<file path="src/rtl/ctrl_decode_stage_pkg.sv">
`default_nettype none
// ============================================================================
// Module   : ctrl_decode_stage_pkg
// Brief    : Opcode, ALU-op and immediate-select codes shared by the decoder.
// Revision : 1.0
// ============================================================================
package ctrl_decode_stage_pkg;

  localparam int ALUOP_WIDTH  = 4;
  localparam int IMMSEL_WIDTH = 3;

  localparam logic [6:0] OPC_OP     = 7'b0110011;
  localparam logic [6:0] OPC_OP_IMM = 7'b0010011;
  localparam logic [6:0] OPC_LUI    = 7'b0110111;
  localparam logic [6:0] OPC_AUIPC  = 7'b0010111;
  localparam logic [6:0] OPC_JAL    = 7'b1101111;
  localparam logic [6:0] OPC_JALR   = 7'b1100111;
  localparam logic [6:0] OPC_BRANCH = 7'b1100011;
  localparam logic [6:0] OPC_LOAD   = 7'b0000011;
  localparam logic [6:0] OPC_STORE  = 7'b0100011;
  localparam logic [6:0] OPC_SYSTEM = 7'b1110011;

  localparam logic [ALUOP_WIDTH-1:0] ALU_MEM    = 4'b0000;
  localparam logic [ALUOP_WIDTH-1:0] ALU_BRANCH = 4'b0001;
  localparam logic [ALUOP_WIDTH-1:0] ALU_REG    = 4'b0010;
  localparam logic [ALUOP_WIDTH-1:0] ALU_IMM    = 4'b0011;
  localparam logic [ALUOP_WIDTH-1:0] ALU_LUI    = 4'b0100;
  localparam logic [ALUOP_WIDTH-1:0] ALU_AUIPC  = 4'b0101;
  localparam logic [ALUOP_WIDTH-1:0] ALU_CSR    = 4'b0110;
  localparam logic [ALUOP_WIDTH-1:0] ALU_JUMP   = 4'b0111;

  localparam logic [IMMSEL_WIDTH-1:0] IMM_I = 3'b000;
  localparam logic [IMMSEL_WIDTH-1:0] IMM_S = 3'b001;
  localparam logic [IMMSEL_WIDTH-1:0] IMM_U = 3'b010;
  localparam logic [IMMSEL_WIDTH-1:0] IMM_B = 3'b011;
  localparam logic [IMMSEL_WIDTH-1:0] IMM_J = 3'b100;

  // Field order mirrors instr[31:7] so the slice can be assigned directly.
  typedef struct packed {
    logic [6:0] funct7;
    logic [4:0] rs2;
    logic [4:0] rs1;
    logic [2:0] funct3;
    logic [4:0] rd;
  } fields_t;

  typedef struct packed {
    logic [ALUOP_WIDTH-1:0]  alu_op;
    logic                    alu_src;
    logic                    reg_write;
    logic                    mem_read;
    logic                    mem_write;
    logic                    mem_to_reg;
    logic [IMMSEL_WIDTH-1:0] imm_sel;
    logic                    illegal;
  } ctrl_t;

  localparam ctrl_t CTRL_NONE = '0;

endpackage
`default_nettype wire

</file>
<file path="src/rtl/ctrl_decode_table.sv">
`default_nettype none
// ============================================================================
// Module   : ctrl_decode_table
// Brief    : Combinational RV32 opcode to control-bundle table.
//            CSR decode of SYSTEM (funct3 != 0) enabled by CTRL_CSR_EN.
// Revision : 1.0
// ============================================================================
module ctrl_decode_table
  import ctrl_decode_stage_pkg::*;
(
  input  logic [31:0] instr,
  output ctrl_t       ctrl,
  output fields_t     fields,
  output logic        uses_rs1,
  output logic        uses_rs2
);

  assign fields = instr[31:7];

  always_comb begin
    ctrl     = CTRL_NONE;
    uses_rs1 = 1'b0;
    uses_rs2 = 1'b0;
    case (instr[6:0])
      OPC_OP: begin
        ctrl.alu_op    = ALU_REG;
        ctrl.reg_write = 1'b1;
        uses_rs1       = 1'b1;
        uses_rs2       = 1'b1;
      end
      OPC_OP_IMM: begin
        ctrl.alu_op    = ALU_IMM;
        ctrl.alu_src   = 1'b1;
        ctrl.reg_write = 1'b1;
        ctrl.imm_sel   = IMM_I;
        uses_rs1       = 1'b1;
      end
      OPC_LUI, OPC_AUIPC: begin
        ctrl.alu_op    = (instr[6:0] == OPC_LUI) ? ALU_LUI : ALU_AUIPC;
        ctrl.alu_src   = 1'b1;
        ctrl.reg_write = 1'b1;
        ctrl.imm_sel   = IMM_U;
      end
      OPC_JAL: begin
        ctrl.alu_op    = ALU_JUMP;
        ctrl.alu_src   = 1'b1;
        ctrl.reg_write = 1'b1;
        ctrl.imm_sel   = IMM_J;
      end
      OPC_JALR: begin
        ctrl.alu_op    = ALU_JUMP;
        ctrl.alu_src   = 1'b1;
        ctrl.reg_write = 1'b1;
        ctrl.imm_sel   = IMM_I;
        uses_rs1       = 1'b1;
      end
      OPC_BRANCH: begin
        ctrl.alu_op  = ALU_BRANCH;
        ctrl.imm_sel = IMM_B;
        uses_rs1     = 1'b1;
        uses_rs2     = 1'b1;
      end
      OPC_LOAD: begin
        ctrl.alu_op     = ALU_MEM;
        ctrl.alu_src    = 1'b1;
        ctrl.reg_write  = 1'b1;
        ctrl.mem_read   = 1'b1;
        ctrl.mem_to_reg = 1'b1;
        ctrl.imm_sel    = IMM_I;
        uses_rs1        = 1'b1;
      end
      OPC_STORE: begin
        ctrl.alu_op    = ALU_MEM;
        ctrl.alu_src   = 1'b1;
        ctrl.mem_write = 1'b1;
        ctrl.imm_sel   = IMM_S;
        uses_rs1       = 1'b1;
        uses_rs2       = 1'b1;
      end
`ifdef CTRL_CSR_EN
      OPC_SYSTEM: begin
        // funct3 == 0 is ECALL/EBREAK territory, which this stage does not support
        if (instr[14:12] != 3'b000) begin
          ctrl.alu_op    = ALU_CSR;
          ctrl.alu_src   = 1'b1;
          ctrl.reg_write = 1'b1;
          uses_rs1       = 1'b1;
        end else begin
          ctrl.illegal = 1'b1;
        end
      end
`endif
      default: ctrl.illegal = 1'b1;
    endcase
    if (instr[11:7] == 5'd0) ctrl.reg_write = 1'b0;
  end

endmodule
`default_nettype wire

</file>
<file path="src/rtl/ctrl_decode_stage.sv">
`default_nettype none
// ============================================================================
// Module   : ctrl_decode_stage
// Brief    : Registered decode stage with valid/ready, flush and load-use bubble.
//            Optional CSR decode enabled by defining CTRL_CSR_EN.
// Revision : 1.0
// ============================================================================
module ctrl_decode_stage
  import ctrl_decode_stage_pkg::*;
#(
  parameter int XLEN     = 32,
  parameter int ALUOP_W  = ctrl_decode_stage_pkg::ALUOP_WIDTH,
  parameter int IMMSEL_W = ctrl_decode_stage_pkg::IMMSEL_WIDTH,
  parameter int CNT_W    = 16
) (
  input  logic                sys_clk,
  input  logic                sys_rst_n,
  input  logic                in_valid,
  output logic                in_ready,
  input  logic [31:0]         in_instr,
  input  logic [XLEN-1:0]     in_pc,
  input  logic                flush,
  output logic                out_valid,
  input  logic                out_ready,
  output logic [XLEN-1:0]     out_pc,
  output logic [ALUOP_W-1:0]  out_alu_op,
  output logic                out_alu_src,
  output logic                out_reg_write,
  output logic                out_mem_read,
  output logic                out_mem_write,
  output logic                out_mem_to_reg,
  output logic [IMMSEL_W-1:0] out_imm_sel,
  output logic [4:0]          out_rd,
  output logic [4:0]          out_rs1,
  output logic [4:0]          out_rs2,
  output logic [2:0]          out_funct3,
  output logic [6:0]          out_funct7,
  output logic                out_illegal,
  output logic [CNT_W-1:0]    stall_cnt
);

  ctrl_t   dec_ctrl;
  fields_t dec_fields;
  logic    dec_uses_rs1;
  logic    dec_uses_rs2;

  ctrl_decode_table u_table (
    .instr    (in_instr),
    .ctrl     (dec_ctrl),
    .fields   (dec_fields),
    .uses_rs1 (dec_uses_rs1),
    .uses_rs2 (dec_uses_rs2)
  );

  logic             valid_q, valid_d;
  logic [XLEN-1:0]  pc_q, pc_d;
  ctrl_t            ctrl_q, ctrl_d;
  fields_t          fields_q, fields_d;
  logic [CNT_W-1:0] stall_cnt_q, stall_cnt_d;

  logic hazard;
  logic load_en;
  logic accept;

  always_comb begin
    hazard  = in_valid && valid_q && ctrl_q.mem_read && (fields_q.rd != 5'd0) &&
              ((dec_uses_rs1 && (dec_fields.rs1 == fields_q.rd)) ||
               (dec_uses_rs2 && (dec_fields.rs2 == fields_q.rd)));
    load_en = (!valid_q || out_ready) && !flush;
    accept  = in_valid && load_en && !hazard;

    valid_d  = valid_q;
    pc_d     = pc_q;
    ctrl_d   = ctrl_q;
    fields_d = fields_q;
    // Bubbles and flushes also clear the bundle so no stale control can leak downstream
    if (flush || (load_en && !accept)) begin
      valid_d  = 1'b0;
      pc_d     = '0;
      ctrl_d   = CTRL_NONE;
      fields_d = '0;
    end else if (accept) begin
      valid_d  = 1'b1;
      pc_d     = in_pc;
      ctrl_d   = dec_ctrl;
      fields_d = dec_fields;
    end

    stall_cnt_d = stall_cnt_q;
    if (hazard && (stall_cnt_q != {CNT_W{1'b1}}))
      stall_cnt_d = stall_cnt_q + {{(CNT_W-1){1'b0}}, 1'b1};
  end

  always_ff @(posedge sys_clk or negedge sys_rst_n) begin
    if (!sys_rst_n) begin
      valid_q     <= 1'b0;
      pc_q        <= '0;
      ctrl_q      <= CTRL_NONE;
      fields_q    <= '0;
      stall_cnt_q <= '0;
    end else begin
      valid_q     <= valid_d;
      pc_q        <= pc_d;
      ctrl_q      <= ctrl_d;
      fields_q    <= fields_d;
      stall_cnt_q <= stall_cnt_d;
    end
  end

  assign in_ready       = load_en && !hazard;
  assign out_valid      = valid_q;
  assign out_pc         = pc_q;
  assign out_alu_op     = ctrl_q.alu_op;
  assign out_alu_src    = ctrl_q.alu_src;
  assign out_reg_write  = ctrl_q.reg_write;
  assign out_mem_read   = ctrl_q.mem_read;
  assign out_mem_write  = ctrl_q.mem_write;
  assign out_mem_to_reg = ctrl_q.mem_to_reg;
  assign out_imm_sel    = ctrl_q.imm_sel;
  assign out_illegal    = ctrl_q.illegal;
  assign out_rd         = fields_q.rd;
  assign out_rs1        = fields_q.rs1;
  assign out_rs2        = fields_q.rs2;
  assign out_funct3     = fields_q.funct3;
  assign out_funct7     = fields_q.funct7;
  assign stall_cnt      = stall_cnt_q;

endmodule
`default_nettype wire

</file>
<file path="config.mk">
export PLATFORM = sky130hd
export DESIGN_NAME = ctrl_decode_stage
export DESIGN_NICKNAME = d
export VERILOG_FILES = /design/src/rtl/ctrl_decode_stage_pkg.sv /design/src/rtl/ctrl_decode_table.sv /design/src/rtl/ctrl_decode_stage.sv
export SDC_FILE = /design/constraint.sdc
export NUM_CORES = 1
export LEC_CHECK = 0
export ABC_CLOCK_PERIOD_IN_PS = 2470
export CORE_MARGIN = 3
export CORE_UTILIZATION = 38
export DETAILED_ROUTE_END_ITERATION = 7
export PLACE_DENSITY = 0.81
export SLEW_MARGIN = 20
export SYNTH_ARGS = -nofsm -noshare
export SYNTH_HDL_FRONTEND = slang
export SYNTH_SLANG_ARGS = --single-unit
</file>
<file path="constraint.sdc">
create_clock -name sys_clk -period 2.47 [get_ports sys_clk]
set_clock_uncertainty 0.1 [all_clocks]
set_input_delay 0.3705 -clock sys_clk [delete_from_list [all_inputs] [get_ports sys_clk]]
set_output_delay 0.3705 -clock sys_clk [all_outputs]
set_load 0.01 [all_outputs]
</file>
Word level (Yosys, flattened, before mapping):

Cells that the tools add are included.

* register bits: 87
* word-level logic and storage cells: 77

* $add $sub $neg: 1
* eq/ne operators: 12
* multiplexer cells: 19
* reduce and logical (&&, ||, !) cells: 29

Operators with widths (number)
* 32-bit two-way mux: 2
* 25-bit two-way mux: 2
* 13-bit two-way mux: 2
* 7-bit by 6-bit equality test with 1-bit output (second input constant): 3
* 7-bit equality test (second input constant): 3
* 4-bit case mux with 5 select lines: 1
* 16-bit by 1-bit adder with 16-bit output (second input constant): 1
* 16-bit != test (second input constant): 1
* 7-bit by 5-bit equality test with 1-bit output (second input constant): 2
* 7-bit OR reduction: 2
* 1-bit logical AND: 12
* 3-bit case mux with 4 select lines: 1
* 1-bit two-way mux: 11
* 5-bit equality test: 2
* 9-bit OR reduction: 1
* 7-bit by 2-bit equality test with 1-bit output (second input constant): 1
* 6-bit OR reduction: 1
* 5-bit logical NOT: 1
* 5-bit nonzero test: 1
* 1-bit logical NOT: 4
* 2-bit OR reduction: 2
* 1-bit logical OR: 3
* 3-bit OR reduction: 1
* 2-bit nonzero test: 1

Logic depth before layout (Yosys ltp):

Gate-level depths: netlist (run 1).

* word-level depth: 12
* gate-level depth with buffers: 9

By module:

A second synthesis (run 1) with hierarchy kept.

* cells, all modules: 316
* area, all modules: 3895.0 um2

By module, submodules not included
* ctrl_decode_stage: instances 1, cells each 248, area each 3450.8 um2, sequential area each 2177.1 um2
* ctrl_decode_table: instances 1, cells each 68, area each 444.2 um2, sequential area each 0.0 um2

Worst setup path after synthesis (run 1):

No wires, ideal clock.

* path type: flip-flop to output port
* from: reg fields_q (netlist bit out_rd[0])
* to: out in_ready
* arrival: 1.992 ns
* data required time: 1.999 ns
* setup slack: 0.008 ns
* stages on the path, launching flop included: 9
* path buffers: 3
* cells stage by stage: dfrtp_1 -> xor2_1 -> or3_1 -> o32ai_4 -> nand2b_1 -> clkbuf_1 -> buf_6 -> buf_6 -> and3_1

* longest elaborated chain between the ends: 6

Ends and longest elaborated chain
* from (decl): RTL line ctrl_decode_stage.sv:58 `fields_t fields_q, fields_d;`
* from (signal assigned): RTL line ctrl_decode_stage.sv:105 `fields_q <= fields_d;`
* 5-bit equality test, on equally long branches: RTL line ctrl_decode_stage.sv:67, ctrl_decode_stage.sv:68
* 1-bit logical AND, on equally long branches: RTL line ctrl_decode_stage.sv:67, ctrl_decode_stage.sv:68
* 1-bit logical OR: RTL line ctrl_decode_stage.sv:67 `((dec_uses_rs1 && (dec_fields.rs1 == fields_q.rd)) ||`
* 1-bit logical AND *: RTL line ctrl_decode_stage.sv:66 `hazard = in_valid && valid_q && ctrl_q.mem_read && (fields_q.rd != 5'd0) &&`
* 1-bit logical NOT *: RTL line ctrl_decode_stage.sv:110 `assign in_ready = load_en && !hazard;`
* 1-bit logical AND *: RTL line ctrl_decode_stage.sv:110
* to (decl): RTL line ctrl_decode_stage.sv:19 `output logic in_ready,`

Every way passes the cells marked *; elsewhere a longest branch is shown, timed or not.

Final worst setup path (run 1):

Same ends and word-level chain as after synthesis.

==> results of run 1 <==
-- sequential cells by signal, indices dropped and copies added (netlist names) --
name           count
out_alu_op         3
out_alu_src        1
out_funct3         3
out_funct7         7
out_illegal        1
out_imm_sel        3
out_mem_read       1
out_mem_write      1
out_pc            32
out_rd             5
out_reg_write      1
out_rs1            5
out_rs2            5
out_valid          1
stall_cnt         16
-- cell type report --
| cell class | instances | area [um2] |
|---|---|---|
| fillers | 786 | 3550 |
| flip-flops and latches | 85 | 2130 |
| repair buffers | 184 | 1810 |
| multi-input cells | 180 | 1510 |
| well taps | 129 | 161 |
| clock buffers | 10 | 138 |
| clock inverters | 6 | 68.8 |
| inverters | 3 | 11.3 |
-- Yosys cell counts (all sizes together) (2+ instances only) --
master	n	share of area
dfrtp	85	0.57
a32o	61	0.16
xnor2	24	0.057
clkbuf	14	0.014
buf	13	0.024
nor2	12	0.012
nand4	11	0.019
and3	10	0.017
nand2	9	0.0091
nand3	9	0.012
a21oi	6	0.0081
a22o	5	0.012
inv	3	0.0030
nand2b	3	0.0051
nand3b	2	0.0041
nor2b	2	0.0034
nor4bb	2	0.0054
o21ai	2	0.0027
-- through the flow --
stage | setup WS (ns) | total power, mW | TNS (ns)
floorplan | 0.00798 | 1.62 | 0
global placement | -0.435 | 1.91 | -13.15
detailed placement | -0.444 | 1.92 | -14.98
CTS | 0.0121 | 2.96 | 0
global route | 0.000532 | 3.06 | 0
finish | 0.0501 | 2.94 | 0
-- how the worst min path moves through the flow --
stage | start | to | slack, ns
global route | in_instr[15] | out_rs1[0]$_DFFE_PN0P_ | 0.37
global placement | sys_rst_n | stall_cnt[13]$_DFFE_PN0P_ | 0.24
CTS | in_instr[15] | out_rs1[0]$_DFFE_PN0P_ | 0.35
detailed placement | sys_rst_n | stall_cnt[13]$_DFFE_PN0P_ | 0.24
finish | in_instr[15] | out_rs1[0]$_DFFE_PN0P_ | 0.36
floorplan | sys_rst_n | out_alu_op[0]$_DFFE_PN0P_ | -0.03
-- worst register-to-register path: cells and delay by family, from the launching register on --
family          cells  cell delay [ns]
compound gates      1             0.31
xor+xnor            1             0.15
buf+inv             3             0.43
flops               1             0.41
mux                 1             0.28
simple gates        2             0.45
-- power by group through the flow --
stage / Combinational, mW / Clock [mW] / Sequential [mW]
6_report: 0.445 / 1.03 / 1.46
2_1_floorplan: 0.111 / 0 / 1.51
3_3_place_gp: 0.427 / 0 / 1.48
4_1_cts: 0.443 / 1.06 / 1.46
3_5_place_dp: 0.434 / 0 / 1.49
5_1_grt: 0.477 / 1.11 / 1.47
-- per-layer routing --
metal  global-route usage  routed length [um]  vias up
met5                    0                   0        -
met4               0.0722                 142        0
met3               0.0562                 769        9
met2                0.331                5470       99
met1                0.249                4380     1634
li1                     -                   -     1486
-- cell families after synthesis --
group,count (synthesis),synth area share
AOI/OAI and AO/OA,82,0.211
xor gates and xnor gates,25,0.0591
adders and majority gates,1,0.00338
buffers and inverters,30,0.0408
DFF,85,0.574
muxes,2,0.00574
other,1,0.00101
and+or+nand+nor,69,0.105
-- what timing repair did --
action / in CTS / in global routing
gates resized for setup: 16 / 8
pin swaps: 4 / 6
endpoints found under the setup margin: 1 / 24
hold endpoints to repair: 32 / 0
cloned: 0 / 0
hold buffers: 1 / 0
setup buffers: 2 / 1
==> results_dict.tcl, run 1 <==
set metrics [dict create \
    seq_area_frac_synth 0.574 \
    io_buffers 155 \
    r2r_cells 8 \
    rows 35 \
    synth_fp_nets 365 \
    netlist_instances 295 \
    cp_data_required_time_ns 2.00 \
    cp_data_arrival_time_ns 1.95 \
    dieArea_um2 11000 \
    dp.cells 577 \
    coreArea_um2 9370 \
    place_congestion 0.850 \
    end_kind "output pin" \
    fmax_ghz 0.413 \
    p_leak_nw 2.43 \
    antenna_left 0 \
    drtPass1Iterations 4 \
    critPathSlowestCell "dfrtp_1" \
    cts-root-buf "clkbuf_8" \
    ys_ff_latch 85 \
    rsz0062_at_grt "false" \
    power_switching_mw 0.740 \
    grt_start_max_net_pins 68 \
    clk_latency_ns 0.36 \
    path_class "flop to output pin" \
    pwr-share-seq 0.497 \
    r2r_end "stall_cnt[1]$_DFFE_PN0P_" \
    timing.final.crit_period_ns 2.42 \
    fin_area_um2 5830 \
    dr_total_vias 3228 \
    drive_gt1_frac 0.130 \
    critical_path.max_stage_delay_ns 0.41 \
    critPathMaxFanout 2 \
    maxSlewHeadroom 0.657 \
    hold_class "primary input to flop" \
    final_nets 533 \
    ys_types 43 \
    ys_warn_count 0 \
    utilization 0.622 \
    htreeDepth 3 \
    power.density_nw_per_um2 504 \
    synth_ff_type "dfrtp_1" \
    place_area_um2 5510 \
    final_cell_mix "149 x clkdlybuf4s50_1, 85 x dfrtp_1, 61 x a32o_1" \
    cts_tree "done" \
    final_common_cell "clkdlybuf4s50_1" \
    cts_inserted_buffers 9 \
    vias_per_cell 5.41 \
    grt_pass1_vias 3370 \
    grt_pass1_wl_um 17800 \
    die_width_um 105 \
    critPathTopFamily "simple AND/OR/NAND/NOR gates" \
    setup-violations-final 0 \
    r2r-start "out_rd[0]$_DFFE_PN0P_" \
    startpoint "out_rd[0]$_DFFE_PN0P_" \
    tightest_slew_ns 0.515 \
    worst-path-stages 6 \
    dp_hpwl_um 7600 \
    grtUsageTotal 0.200 \
    worstPathCellList "xor2_1 -> or3_4 -> o32ai_4 -> nand2b_4 -> and3_4 -> buf_6" \
    drt-initial-drc-count 171 \
    max_cap_viol_count 0 \
    startpoint_type "flop" \
    ir_drop_mv 0.328 \
    die_h_um 105 \
    routedWlPerCell_um 18.0 \
    diodes 0 \
    path_buf_inv 1 \
    area_growth_syn_to_layout_pct 57.2 \
    clock_path_buffers 2 \
    ioPinCount 157 \
    start_util 0.395 \
    overflow 0 \
    final_cell_count_no_fill 597 \
    min_path_cells 2 \
    synth_async_sr_flop_share 1.00 \
    pwr-share-clk 0.351 \
    slew_viol_final 0 \
    status "finished, final reports clean" \
    drt-total-wl_um 10800 \
    antenna_found_initial 0 \
    netlist_area_um2 3710 \
    hold_violations 0 \
    pwr-share-comb 0.151 \
    drc 0 \
    clock-sinks 85 \
    synth_edf_count 0 \
    timing.hold.ws_ns 0.356 \
    fin_crit_sh 0.980 \
    syn_area_per_cell_um2 12.6 \
    r2r_setup_slack_ns 0.25 \
    cts.clk_slew.worst_paths_ns 0.09 \
    p_int_mw 2.20 \
    endpoint "in_ready" \
    swShare 0.252 \
]
Power figures use the tool's default switching activity.
==> run 2: changes to the inputs <==
- SLEW_MARGIN: 20 -> default
==> results of run 2 <==
No change in the layout: final DEF, timing and power equal those of run 1.
